`src/rtl/ws2812_rx.sv`:
```
// WS2812 single-wire receiver: classifies symbols by synchronized high time and
// assembles MSB-first G,R,B pixels into write strobes for a pixel buffer.
module ws2812_rx #(
    parameter int LED_COUNT        = 8,
    parameter int REVERSE          = 0,
    parameter int CYCLES_THRESHOLD = 32,
    parameter int CYCLES_HIGH_MAX  = 100,
    parameter int CYCLES_RESET     = 2500
) (
    input  logic       clk_i,
    input  logic       rst_n_i,
    input  logic       data_i,
    output logic [8:0] address_o,
    output logic [7:0] r_o,
    output logic [7:0] g_o,
    output logic [7:0] b_o,
    output logic       we_o,
    output logic       frame_o,
    output logic       overflow_o,
    output logic       error_o
);

    localparam logic [1:0] SYNC = 2'd0;
    localparam logic [1:0] IDLE = 2'd1;
    localparam logic [1:0] HIGH = 2'd2;

    localparam logic [11:0] CNT_MAX   = 12'hFFF;
    localparam logic [11:0] THRESHOLD = 12'(CYCLES_THRESHOLD);
    localparam logic [11:0] HIGH_MAX  = 12'(CYCLES_HIGH_MAX);
    localparam logic [11:0] RESET_CNT = 12'(CYCLES_RESET);
    localparam logic [9:0]  LED_LAST  = 10'(LED_COUNT);
    localparam logic [8:0]  TOP_ADDR  = 9'(LED_COUNT - 1);

    logic        line_p0, line_p1, line_p2;
    logic        rise, fall;
    logic [11:0] high_cnt, low_cnt;
    logic [1:0]  state;
    logic [23:0] sr;
    logic [4:0]  bit_cnt;
    logic [9:0]  pix_cnt;
    logic        bits_seen;

    logic        bit_val;
    logic [23:0] sr_next;
    logic [8:0]  addr_calc;

    // Input stage: two-flop synchronizer plus one flop for edge detection
    always_ff @(posedge clk_i or negedge rst_n_i) begin
        if (!rst_n_i) begin
            line_p0 <= 1'b0;
            line_p1 <= 1'b0;
            line_p2 <= 1'b0;
        end else begin
            line_p0 <= data_i;
            line_p1 <= line_p0;
            line_p2 <= line_p1;
        end
    end

    assign rise = line_p1 & ~line_p2;
    assign fall = ~line_p1 & line_p2;

    // High count loads 1 on the rising edge so it equals the synchronized high
    // width in cycles when the falling edge is seen.
    always_ff @(posedge clk_i or negedge rst_n_i) begin
        if (!rst_n_i) begin
            high_cnt <= 12'd0;
            low_cnt  <= 12'd0;
        end else if (rise) begin
            high_cnt <= 12'd1;
            low_cnt  <= 12'd0;
        end else if (line_p1) begin
            if (high_cnt != CNT_MAX) high_cnt <= high_cnt + 12'd1;
        end else begin
            if (low_cnt != CNT_MAX) low_cnt <= low_cnt + 12'd1;
        end
    end

    assign bit_val   = (high_cnt >= THRESHOLD);
    assign sr_next   = {sr[22:0], bit_val};
    assign addr_calc = (REVERSE != 0) ? pix_cnt[8:0] : (TOP_ADDR - pix_cnt[8:0]);

    // Decode stage: symbol classification, pixel assembly and framing
    always_ff @(posedge clk_i or negedge rst_n_i) begin
        if (!rst_n_i) begin
            state      <= SYNC;
            sr         <= 24'd0;
            bit_cnt    <= 5'd0;
            pix_cnt    <= 10'd0;
            bits_seen  <= 1'b0;
            address_o  <= 9'd0;
            r_o        <= 8'd0;
            g_o        <= 8'd0;
            b_o        <= 8'd0;
            we_o       <= 1'b0;
            frame_o    <= 1'b0;
            overflow_o <= 1'b0;
            error_o    <= 1'b0;
        end else begin
            we_o       <= 1'b0;
            frame_o    <= 1'b0;
            overflow_o <= 1'b0;
            error_o    <= 1'b0;
            case (state)
                SYNC: begin
                    // Leaving SYNC starts a fresh frame silently.
                    if (low_cnt >= RESET_CNT) begin
                        state     <= IDLE;
                        pix_cnt   <= 10'd0;
                        bit_cnt   <= 5'd0;
                        bits_seen <= 1'b0;
                    end
                end
                IDLE: begin
                    if (low_cnt == RESET_CNT && bits_seen) begin
                        frame_o   <= 1'b1;
                        error_o   <= (bit_cnt != 5'd0);
                        pix_cnt   <= 10'd0;
                        bit_cnt   <= 5'd0;
                        bits_seen <= 1'b0;
                    end
                    if (rise) state <= HIGH;
                end
                HIGH: begin
                    if (fall) begin
                        sr        <= sr_next;
                        bits_seen <= 1'b1;
                        state     <= IDLE;
                        if (bit_cnt == 5'd23) begin
                            bit_cnt <= 5'd0;
                            if (pix_cnt == LED_LAST) begin
                                overflow_o <= 1'b1;
                            end else begin
                                we_o      <= 1'b1;
                                address_o <= addr_calc;
                                g_o       <= sr_next[23:16];
                                r_o       <= sr_next[15:8];
                                b_o       <= sr_next[7:0];
                                pix_cnt   <= pix_cnt + 10'd1;
                            end
                        end else begin
                            bit_cnt <= bit_cnt + 5'd1;
                        end
                    end else if (high_cnt > HIGH_MAX) begin
                        error_o <= 1'b1;
                        bit_cnt <= 5'd0;
                        state   <= SYNC;
                    end
                end
                default: state <= SYNC;
            endcase
        end
    end

endmodule
```
`config.mk`:
```
export PLATFORM = sky130hd
export DESIGN_NAME = ws2812_rx
export DESIGN_NICKNAME = d
export VERILOG_FILES = /design/src/rtl/ws2812_rx.sv
export SDC_FILE = /design/constraint.sdc
export NUM_CORES = 1
export LEC_CHECK = 0
export ABC_AREA = 1
export BUFFER_PORTS_ARGS = -buffer_cell sky130_fd_sc_hd__buf_2
export CORE_MARGIN = 3
export CORE_UTILIZATION = 26
export CTS_CLUSTER_DIAMETER = 40
export DETAILED_ROUTE_END_ITERATION = 8
export GPL_ROUTABILITY_DRIVEN = 1
export PLACE_DENSITY = 0.43
export SLEW_MARGIN = 0
export SYNTH_ARGS = -nofsm -noshare
export SYNTH_HDL_FRONTEND = slang
export SYNTH_SLANG_ARGS = --single-unit
```
`constraint.sdc`:
```
create_clock -name clk_i -period 1.9 [get_ports clk_i]
set_input_delay 0.285 -clock clk_i [delete_from_list [all_inputs] [get_ports clk_i]]
set_output_delay 0.285 -clock clk_i [all_outputs]
set_load 0.005 [all_outputs]
```
== Word-level counts from Yosys, hierarchy flattened ==
Cells that the tools add are included.

* Register bits: 105
* Bits in latches: 0
* RAM bits: 0
* Memory bits (read-only): 0
* Logic and storage cells: 102
* Memories: 0

* Add/subtract/negate cells: 5
* Multiply operators: 0
* Div/mod/pow operators: 0
* Order comparisons: 3
* Equal/unequal tests: 15
* Shift operators: 0
* Mux-type cells: 41
* Bitwise operators: 5
* Reductions and logical operators: 15

{| class="wikitable"
|+ Operator list
! cell !! count
|-
| $mux W12 || 6
|-
| $mux W10 || 5
|-
| $pmux W10 S3 || 1
|-
| $mux W5 || 5
|-
| $add A12 B1 Y12 const B || 2
|-
| $ne A12 B12 Y1 const B || 2
|-
| $mux W1 || 16
|-
| $pmux W5 S3 || 1
|-
| $eq A12 B12 Y1 const B || 1
|-
| $ge A12 B12 Y1 const B || 1
|-
| $ge A12 B6 Y1 const B || 1
|-
| $gt A12 B7 Y1 const B || 1
|-
| $ne A2 B2 Y1 const B || 6
|-
| $reduce_and A4 Y1 || 3
|-
| $add A10 B1 Y10 const B || 1
|-
| $eq A10 B4 Y1 const B || 1
|-
| $sub A3 B9 Y9 const A || 1
|-
| $mux W2 || 4
|-
| $pmux W2 S3 || 1
|-
| $reduce_and A2 Y1 || 3
|-
| $reduce_and A6 Y1 || 1
|-
| $reduce_bool A2 Y1 || 3
|-
| $add A5 B1 Y5 const B || 1
|-
| $eq A5 B5 Y1 const B || 1
|-
| 13 further kinds || 16
|}

== Longest topological paths before layout ==
Gate-level depths: netlist of the first run.

* Depth after elaboration: 5
* Gate-level depth with buffers: 11

== Least setup slack after synthesis of the first run ==
No wires, ideal clock.

* Kind: register to register
* Start: register state[0]
* End: register pix_cnt[0]
* Arrival: 1.426 ns
* Data required time: 1.780 ns
* Setup slack: 0.353 ns
* Stages on the path, launching flop included: 9
* Clock period less this slack: 1.547 ns
* Path through: dfrtp_1 -> inv_1 -> ha_1 -> buf_2 -> a21oi_1 -> nand3_1 -> buf_4 -> o21ai_1 -> nand2_1

* Longest elaborated chain between the ends: 3
* Elaborated cells between the ends (all ways): 11
* Those cells by class: eq/ne (7); mux (1); reduce/logical (3)

{| class="wikitable"
|+ Ends and longest elaborated chain
! element !! RTL line !! RTL
|-
| start: declaration || 37 || <nowiki>logic [1:0] state;</nowiki>
|-
| start signal: assignment || 86 || <nowiki>state <= SYNC;</nowiki>
|-
| start signal: assignment || 108 || <nowiki>state <= IDLE;</nowiki>
|-
| start signal: assignment || 122 || <nowiki>if (rise) state <= HIGH;</nowiki>
|-
| $eq A2 B2 Y1, or another cell as far along || 104 || <nowiki>case (state)</nowiki>
|-
| $ne A2 B2 Y1 (no source line) / $reduce_bool A3 Y1 (equally long branches) || - ||
|-
| $reduce_and A6 Y1 (no source line) || - ||
|-
| end signal: assignment || 139 || <nowiki>pix_cnt <= pix_cnt + 10'd1;</nowiki>
|-
| end: declaration || 40 || <nowiki>logic [9:0] pix_cnt;</nowiki>
|}

Several ways; a longest one is shown, not always the timed one.
A chain may end at the register's enable or synchronous reset.

== Final worst setup path of the first run ==
* Start: register low_cnt[0]
* End: register pix_cnt[1]

* Longest elaborated chain between the ends: 4
* Elaborated cells between the ends (all ways): 6
* Those cells by class: order compare (1); eq/ne (3); reduce/logical (2)

{| class="wikitable"
|+ Ends and longest elaborated chain
! element !! RTL line !! RTL
|-
| start: declaration || 36 || <nowiki>logic [11:0] high_cnt, low_cnt;</nowiki>
|-
| start signal: assignment || 75 || <nowiki>if (low_cnt != CNT_MAX) low_cnt <= low_cnt + 12'd1;</nowiki>
|-
| parallel branches: the longest is 3 deep, another holds $ge A12 B12 Y1 || - ||
|-
| $reduce_and A6 Y1 (no source line) (*) || - ||
|}

Every way passes the cells marked *.

==> results of run 1 <==
==> final timing paths <==
| kind | startpoint | endpoint | depth (start not counted) |
|---|---|---|---|
| min reg2reg | line_p0$_DFF_PN0_ | line_p1$_DFF_PN0_ | 0 |
| min | data_i | line_p0$_DFF_PN0_ | 1 |
| min in group asynchronous | rst_n_i | high_cnt[1]$_DFFE_PN0P_ | 2 |
| max in group asynchronous | rst_n_i | sr[3]$_DFFE_PN0P_ | 3 |
| max | low_cnt[0]$_DFFE_PN0P_ | pix_cnt[1]$_DFFE_PN0P_ | 10 |
| max reg2reg | low_cnt[0]$_DFFE_PN0P_ | pix_cnt[1]$_DFFE_PN0P_ | 10 |
==> cell type report <==
class | instances | area, sq um
Tap cell | 270 | 338
Clock inverter | 6 | 75.1
Clock buffer | 9 | 225
Sequential cell | 105 | 2630
Inverter | 114 | 437
Fill cell | 2243 | 14200
Multi-Input combinational cell | 459 | 2320
Timing Repair Buffer | 65 | 420
==> synth_stat cells, types with 2 or more instances <==
cell and n:
xor2_1 6, inv_1 107, nor2_2 4, o21ai_2 7, nor2_4 3, dfrtp_1 105, nand2_2 10, buf_2 4
nor3_1 15, nand4_1 15, o21ai_1 35, nand2_4 3, nor2_1 56, nor3b_1 2, nor3_2 2, ha_1 15
buf_6 8, nand3_1 50, a21oi_1 6, a21oi_2 2, clkbuf_1 8, inv_2 5, o21ai_0 51, buf_4 2
o21bai_1 7, nand2_1 162
==> flip-flops by register name, summed over array words and instances, names as in the netlist, 2 cells and up <==
| register | flops |
|---|---|
| address_o | 9 |
| b_o | 8 |
| bit_cnt | 5 |
| g_o | 8 |
| high_cnt | 12 |
| low_cnt | 12 |
| pix_cnt | 10 |
| r_o | 8 |
| sr | 23 |
| state | 2 |
==> report_power, final <==
part	switching (mW)	internal, mW	leakage [nW]
clock network	0.902	1.03	0.144
registers	0.0408	2.27	1.45
logic	0.145	0.0641	1.66
==> timing repair <==
item,in CTS,in global routing
resized for setup,0,2
setup endpoints to repair,0,3
hold endpoints to repair,18,0
hold buffers,1,0
buffers inserted,0,0
==> per-stage QoR <==
| stage | cell area [sq um] | total power [mW] |
|---|---|---|
| after floorplan | 5560 | 2.46 |
| after global placement | 6130 | 2.57 |
| after detailed placement | 6130 | 2.57 |
| after CTS | 6440 | 4.55 |
| after global routing | 6440 | 4.66 |
| final | 6440 | 4.46 |
==> cells by family after synthesis <==
logic type,after synthesis
flip-flops,105
AO/OA/AOI/OAI,111
XOR/XNOR,7
buffers and inverters,138
AND/OR/NAND/NOR,326
adder cells (fa/ha/maj),15
==> worst max-delay path: cells and delay by family, from the launching register on <==
kind                       cells  cell delay (ns)
and+or+nand+nor                7             0.75
DFF                            1             0.41
buffers and inverters          2             0.32
adders and majority gates      1             0.16
==> layer usage <==
| layer | vias to the layer above | GRT usage [%] |
|---|---|---|
| met5 | - | 0 |
| met4 | 0 | 4.37 |
| met3 | 13 | 1.85 |
| met2 | 43 | 18.0 |
| met1 | 2068 | 15.1 |
| li1 | 2327 | - |
==> results.md, run 1 <==
- Skew-Pair Late Insertion Delay: roughly 0.36 ns
- Fmax: approximately 0.59 GHz
- Worst Setup Start Kind: flip-flop
- Final setup fails: 0
- Initial antenna violation count: 0
- Kind of path behind the tightest hold check: in2reg
- H-Tree Depth: 3
- Layout area overhead: 15.8%
- Most frequent cells in the layout: 162 x nand2_1, 107 x inv_1, 105 x dfrtp_1
- Ports: 40
- Max Used Layer: met4
- Peak VDD IR: about 0.33 mV
- Metal1 wirelength: 6330 um
- YS warnings: 0
- Pleak: about 3.3 nW
- Max Cap Violations: 0
- Final nets: about 770
- Async set-reset flop share out of synthesis: 100%
- Critical path's largest stage delay: between 0.4 and 0.5 ns
- Clock sink total: around 110
- Die Y: 152 um
- Period minus WS final: 1.69 ns
- RSZ-0062 raised after global routing: false
- Setup TNS: 0 ns
- Post-DP HPWL: 8930 um
- Metal3 WL: 251 um
- Synthesized cell area: ~5600 sq um
- Hold WS: 0.0418 ns
- Worst Path Max Fanout: 11
- Largest net degree at the start of global routing: between 40 and 50
- Yosys top cell area share: between 40% and 50%
- Gp weighted congestion: 0.816
- Clock Pin Slew Worst Setup and Hold Paths: 0.07 ns
- ANT cells: 0
- Crit share post-route: 88.8%
- Synth Area in Compound Gates: 11.0%
- Post-Syn Instances: 702
- Worst Max-Slew Pin Slew: 0.452 ns
- Post-synth EDFFs: 0
- Total gr overflow: 0
- Commonest non-fill, non-tap cell in the layout: nand2_1
- CTS max path bufs: 2
- Dpl ws: approximately 0.16 ns
- Largest family of logic cells by synthesized area: simple AND/OR/NAND/NOR gates
- WP data required: 2.19 ns
- Rows: 52
- Critical Path Most Common Cell: nand2_1
- Post-Syn Nets: 720
- PortBufs: 39
- TritonCTS Buffers: 9
- Fin cells: 1028
- DIE WIDTH: 152 um
- Core area: 20600 sq um
- Drt first pass iters: 4
- Final WL: 12500 um
- Synth unique cells: 38
- Synth Area in Adders: 3.37%
- Post-Synth Simple-Gate Area: 26.2%
- Status: finished, final reports clean
- Post-synth top flop: dfrtp_1
- Root Driver: clkbuf_16
- Cell area power density: 691 nW/um^2
- WL per Instance: 12.2 um
- Flop2flop setup slack: 0.21 ns
- Vias in the first global route: 4387
- Crit. End Element: flip-flop
- WS Path Type: reg2reg
- Seq/Total Area, Yosys: 47.2%
- Synth area leaders: dfrtp_1 47%, nand2_1 11%, inv_1 7.2%, o21ai_0 4.6%, nand3_1 4.5%
- Max-slew headroom: around 70%
- Layout cells sized above 1: 15.7%
- Post-synthesis mux area share: 0%
- CTS tree: yes
- Core Util, Final: 31.2%
- Vias: 4451
- Global-route wire length before repair: ~22000 um
- ANT nets after route: 0
- Clk_skew: 0.0163 ns
- Initial DRC count: between 150 and 200
- Final hold vios: 0
- Residual DRC: 0
- Mean Syn Cell Area: 7.92 sq um
- Slew Viols, Final: 0
- Crit path setup slack, layout: approximately 0.21 ns
- WP data arrival: around 2 ns
- Total GRT Usage: 11.2%
- Starting Density: 27.0%
- Slowest stage cell, crit path: dfrtp_1
- Crit path cell chain: inv_1 -> ha_1 -> nand2_1 -> nor2_1 -> nand3_1 -> nand2_1 -> nand2_2 -> inv_4 -> nand3_1 -> nand2_1
- Die ar.: 23200 sq um
- Synth area leader: dfrtp_1
- Routed wire length on met2: 5710 um
- Vias/cell: 4.33
- Placed insts: 1012
- Yosys reg bits: 105
- XOR/XNOR share of the synthesized area: 1.10%
Power figures use the tool's default switching activity.
==> run 2, diff against run 1 <==
CORE_UTILIZATION = 47   (was 26)
PLACE_DENSITY = 0.67   (was 0.43)
==> results.md, run 2 (same netlist as run 1, synthesis figures left out) <==
- Vias/cell: 4.96
- Most flops, register: sr
- Metal3 WL: between 400 and 500 um
- Slew Viols, Final: 0
- Layout cells sized above 1: 14.8%
- Crit. End Element: flip-flop
- Final WL: 10800 um
- Clk_skew: 0.0139 ns
- Dpl ws: about 0.17 ns
- WP data arrival: 1.96 ns
- Worst Max-Slew Pin Slew: 0.573 ns
- WL per Instance: 12.1 um
- Slowest stage cell, crit path: dfrtp_1
- Layout area overhead: 11.9%
- Die ar.: roughly 13000 sq um
- Period minus WS final: 1.71 ns
- Gp weighted congestion: 0.879
- Kind of path behind the tightest hold check: in2reg
- Drt first pass iters: 4
- Total GRT Usage: approximately 18%
- Initial antenna violation count: 0
- Worst Path Max Fanout: 6
- Final hold vios: 0
- Worst Setup Start Kind: flip-flop
- Routed wire length on met2: about 5100 um
- DIE WIDTH: around 110 um
- Pleak: 3.21 nW
- Commonest non-fill, non-tap cell in the layout: nand2_1
- Vias: 4432
- Critical path's largest stage delay: 0.42 ns
- Max Used Layer: met4
- Total gr overflow: 0
- Global-route wire length before repair: 19200 um
- Max FFs per register: 23
- Flip-flop and latch area: 2630 sq um
- Starting Density: 48.3%
- Placed Area: 5900 sq um
- PortBufs: 39
- Root Driver: clkbuf_16
- Largest net degree at the start of global routing: 60
- Top flop regs: sr (23), high_cnt (12), low_cnt (12)
- Vias in the first global route: about 4.3k
- Max Cap Violations: 0
- Final Cell Area: around 6200 sq um
- TritonCTS Buffers: 9
- Clock sink total: about 110
- Fmax: 0.584 GHz
- WP data required: between 2 and 2.5 ns
- Filler cells: 1068
- Rows: 39
- Clock Pin Slew Worst Setup and Hold Paths: 0.08 ns
- Crit path cell chain: inv_1 -> ha_1 -> a21oi_1 -> nand3_1 -> buf_4 -> o21ai_1 -> nand2_1
- CTS tree: yes
- Skew-Pair Late Insertion Delay: 0.36 ns
- RSZ-0062 raised after global routing: false
- Status: finished, final reports clean
- Post-DP HPWL: 7770 um
- CTS max path bufs: 2
- Final setup fails: 0
- Crit path setup slack, layout: 0.187 ns
- Metal1 wirelength: 5130 um
- ANT nets after route: 0
- Setup TNS: 0 ns
- Area of the multi-input gates: 2320 sq um
- Initial DRC count: 317
- H-Tree Depth: 3
- Max-slew headroom: 61.5%
- Die Y: between 100 and 150 um
- Most frequent cells in the layout: 162 x nand2_1, 107 x inv_1, 105 x dfrtp_1
- WS Path Type: reg2reg
- Ports: 40
- Core area: ~12000 sq um
- Cell area power density: 705 nW/um^2
- Residual DRC: 0
- Peak VDD IR: 0.451 mV
- ANT cells: 0
- Crit share post-route: between 90% and 100%
- Final nets: 763
[run 2: worst max-delay path, delay by kind of cell (launching register included)]
| family | cells | cell delay, ns |
|---|---|---|
| adder cells (fa/ha/maj) | 1 | 0.27 |
| AND/OR/NAND/NOR | 2 | 0.24 |
| AO/OA/AOI/OAI | 2 | 0.40 |
| buffers and inverters | 2 | 0.28 |
| flip-flops | 1 | 0.42 |
[run 2: through the flow]
step                      hold WS [ns]  cells  util, %  total power, mW
after floorplan                -0.0106    702        -             2.46
after global placement           0.297    876     51.3             2.55
after detailed placement         0.299    876     51.3             2.56
after CTS                       0.0157    893     54.0             4.45
after global routing            0.0147    893     54.0             4.58
final                           0.0349    893     54.0             4.38
[run 2: final cells by class]
class	instances	area share, %
Clock buffer	9	3.62
Multi-Input combinational cell	459	37.3
Tap cell	143	2.88
Inverter	114	7.02
Clock inverter	7	1.29
Sequential cell	105	42.2
Timing Repair Buffer	56	5.67
[run 2: timing repair]
item                                   in CTS  in global routing
hold buffers                                1                  0
endpoints found under the hold margin     105                  0
setup buffers                               0                  0
setup endpoints to repair                   0                  8
gates resized for setup                     0                  1
[run 2: path summary, 6_finish.rpt]
path | startpoint | end | slack, ns | depth (start not counted)
hold reg to reg | line_p0$_DFF_PN0_ | line_p1$_DFF_PN0_ | 0.36 | 0
setup / recovery | state[0]$_DFFE_PN0P_ | pix_cnt[5]$_DFFE_PN0P_ | 0.19 | 7
max in group asynchronous | rst_n_i | bit_cnt[4]$_DFFE_PN0P_ | 1.13 | 3
setup reg to reg | state[0]$_DFFE_PN0P_ | pix_cnt[5]$_DFFE_PN0P_ | 0.19 | 7
hold / removal | data_i | line_p0$_DFF_PN0_ | 0.03 | 1
min in group asynchronous | rst_n_i | g_o[4]$_DFFE_PN0P_ | 0.45 | 3
[run 2: routing by layer]
metal	vias to the layer above	global-route usage, %
met4	0	5.48
li1	2297	-
met3	15	4.42
met5	-	0
met1	2049	23.5
met2	71	29.2
[run 2: report_power, final]
| part | switching, mW | internal (mW) | total [mW] |
|---|---|---|---|
| clock network | 0.937 | 0.940 | 1.88 |
| logic | 0.140 | 0.0630 | 0.203 |
| registers | 0.0350 | 2.27 | 2.30 |
==> run 3, diff against run 2 <==
HOLD_SLACK_MARGIN = 0.08   (was not set)
==> results.md, run 3 (same netlist as run 1, synthesis figures left out) <==
- Status: finished, final reports clean
- Logic pwr share: 4.7%
- Drt first pass iters: 4
- FF-to-FF End: pix_cnt[5]$_DFFE_PN0P_
- Kind of path behind the tightest hold check: reg2reg
- Placed Area: ~5900 sq um
- CTS tree: yes
- Critical path's largest stage delay: roughly 0.41 ns
- Fmax: roughly 0.59 GHz
- Ports: 40
- TritonCTS Buffers: 9
- Total gr overflow: 0
- Max-slew headroom: 61.5%
- Final nets: 764
- Vias/cell: 4.96
- Clock sink total: around 110
- PortBufs: 39
- Most flops, register: sr
- Final Cell Area: about 6200 sq um
- Final setup fails: 0
- Most frequent cells in the layout: 162 x nand2_1, 107 x inv_1, 105 x dfrtp_1
- Clock Pin Slew Worst Setup and Hold Paths: 0.08 ns
- Worst hold path startpoint: line_p0$_DFF_PN0_
- Root Driver: clkbuf_16
- Max Cap Violations: 0
- Period minus WS final: 1.71 ns
- Max FFs per register: 23
- Worst r2r src: state[0]$_DFFE_PN0P_
- Crit share post-route: 89.9%
- Commonest non-fill, non-tap cell in the layout: nand2_1
- Overall Power: 4.38 mW
- Global-route wire length before repair: 19200 um
- ANT nets after route: 0
- Post-DP HPWL: 7770 um
- Initial antenna violation count: 0
- Dpl ws: 0.169 ns
- Worst Path Max Fanout: 6
- Clk_skew: 0.0122 ns
- Skew-Pair Late Insertion Delay: 0.36 ns
- Residual DRC: 0
- WP data required: approximately 2.2 ns
- CP delay by family, top: flip-flops
- Cell area power density: around 700 nW/um^2
- Flop2flop setup slack: 0.19 ns
- WS Path Type: reg2reg
- Core Util, Final: 54.1%
- Peak VDD IR: 0.450 mV
- Worst Max-Slew Pin Slew: roughly 0.57 ns
- Crit path cell chain: inv_1 -> ha_1 -> a21oi_1 -> nand3_1 -> buf_4 -> o21ai_1 -> nand2_1
- Critical Path Stages: 7
- Hold WS: ~0.36 ns
- WP data arrival: just under 2 ns
- Placed insts: 876
- Gp weighted congestion: 0.879
- CTS max path bufs: 2
- Top flop regs: sr (23), high_cnt (12), low_cnt (12)
- Fin cells: just under 900
- Setup crit end: pix_cnt[5]$_DFFE_PN0P_
- Vias: approximately 4.4k
- Internal power: 3.27 mW
- Worst path bufs/invs: 2
- DIE WIDTH: 115 um
- Slowest stage cell, crit path: dfrtp_1
- ANT cells: 0
- Crit path from: state[0]$_DFFE_PN0P_
- Starting Density: between 40% and 50%
- Die Y: 115 um
- Die ar.: 13200 sq um
- Initial DRC count: 311
- Postcts setup bufs: 0
- Pleak: ~3.2 nW
- Worst Setup Start Kind: flip-flop
- RSZ-0062 raised after global routing: false
- Final hold vios: 0
- R2R depth: 7
- Total GRT Usage: between 10% and 20%
- H-Tree Depth: 3
- Rows: 39
- Layout area overhead: 12.0%
- WL per Instance: 12.1 um
- Clk pwr share: a little over two fifths
- Vias in the first global route: between 4k and 5k
- Crit path setup slack, layout: 0.192 ns
- Power share of the sequential group: 52.5%
- Slew Viols, Final: 0
- Setup TNS: 0 ns
- Filler cells: 1067
- Sw power: 1.11 mW
- Sw Share: roughly a quarter
- Largest net degree at the start of global routing: 60
- Core area: 11500 sq um
- Crit. End Element: flip-flop
- Layout cells sized above 1: 14.8%
- Final WL: ~11000 um
[run 3: changes by cell type in the layout (fill, tap and decap cells not counted), sizes merged]
cell	change
dlygate4sd3	+1
[run 3: metal layers]
metal | global-route usage, % | vias up | share of wire, %
met5 | 0 | - | 0
li1 | - | 2301 | -
met4 | 5.48 | 0 | 1.1
met2 | 29.2 | 67 | 47
met3 | 4.42 | 10 | 3.2
met1 | 23.5 | 2053 | 48
[run 3: repair_timing]
item	4_1_cts	5_1_grt
gates resized for setup	0	1
endpoints found under the setup margin	0	8
hold buffers	2	0
endpoints found under the hold margin	106	0
[run 3: layout make-up]
| class | instances | area (sq um) | area share, % |
|---|---|---|---|
| well taps | 143 | 179 | 2.87 |
| flip-flops and latches | 105 | 2630 | 42.2 |
| repair buffers | 57 | 363 | 5.82 |
| clock inverters | 7 | 80.1 | 1.28 |
| clock buffers | 9 | 225 | 3.61 |
| multi-input cells | 459 | 2320 | 37.2 |
| inverters | 114 | 437 | 7.01 |
[run 3: worst register-to-register path: stages (launching register included)]
cell and delay, ns:
dfrtp_1 0.41, inv_1 0.09, ha_1 0.27, a21oi_1 0.25, nand3_1 0.18, buf_4 0.20
o21ai_1 0.14, nand2_1 0.06
[run 3: worst min-delay path by stage]
stage / to / depth (start not counted)
6_report: line_p1$_DFF_PN0_ / 0
3_5_place_dp: address_o[6]$_DFFE_PN0P_ / 2
3_3_place_gp: address_o[5]$_DFFE_PN0P_ / 2
4_1_cts: line_p1$_DFF_PN0_ / 0
2_1_floorplan: address_o[0]$_DFFE_PN0P_ / 0
5_1_grt: line_p1$_DFF_PN0_ / 0
[run 3: power by group through the flow]
stage          logic [mW]  registers, mW  clock network, mW
6_report            0.205           2.30               1.88
5_1_grt             0.248           2.31               2.02
4_1_cts             0.211           2.30               1.94
3_5_place_dp        0.207           2.35                  0
3_3_place_gp        0.201           2.35                  0
2_1_floorplan       0.119           2.34                  0
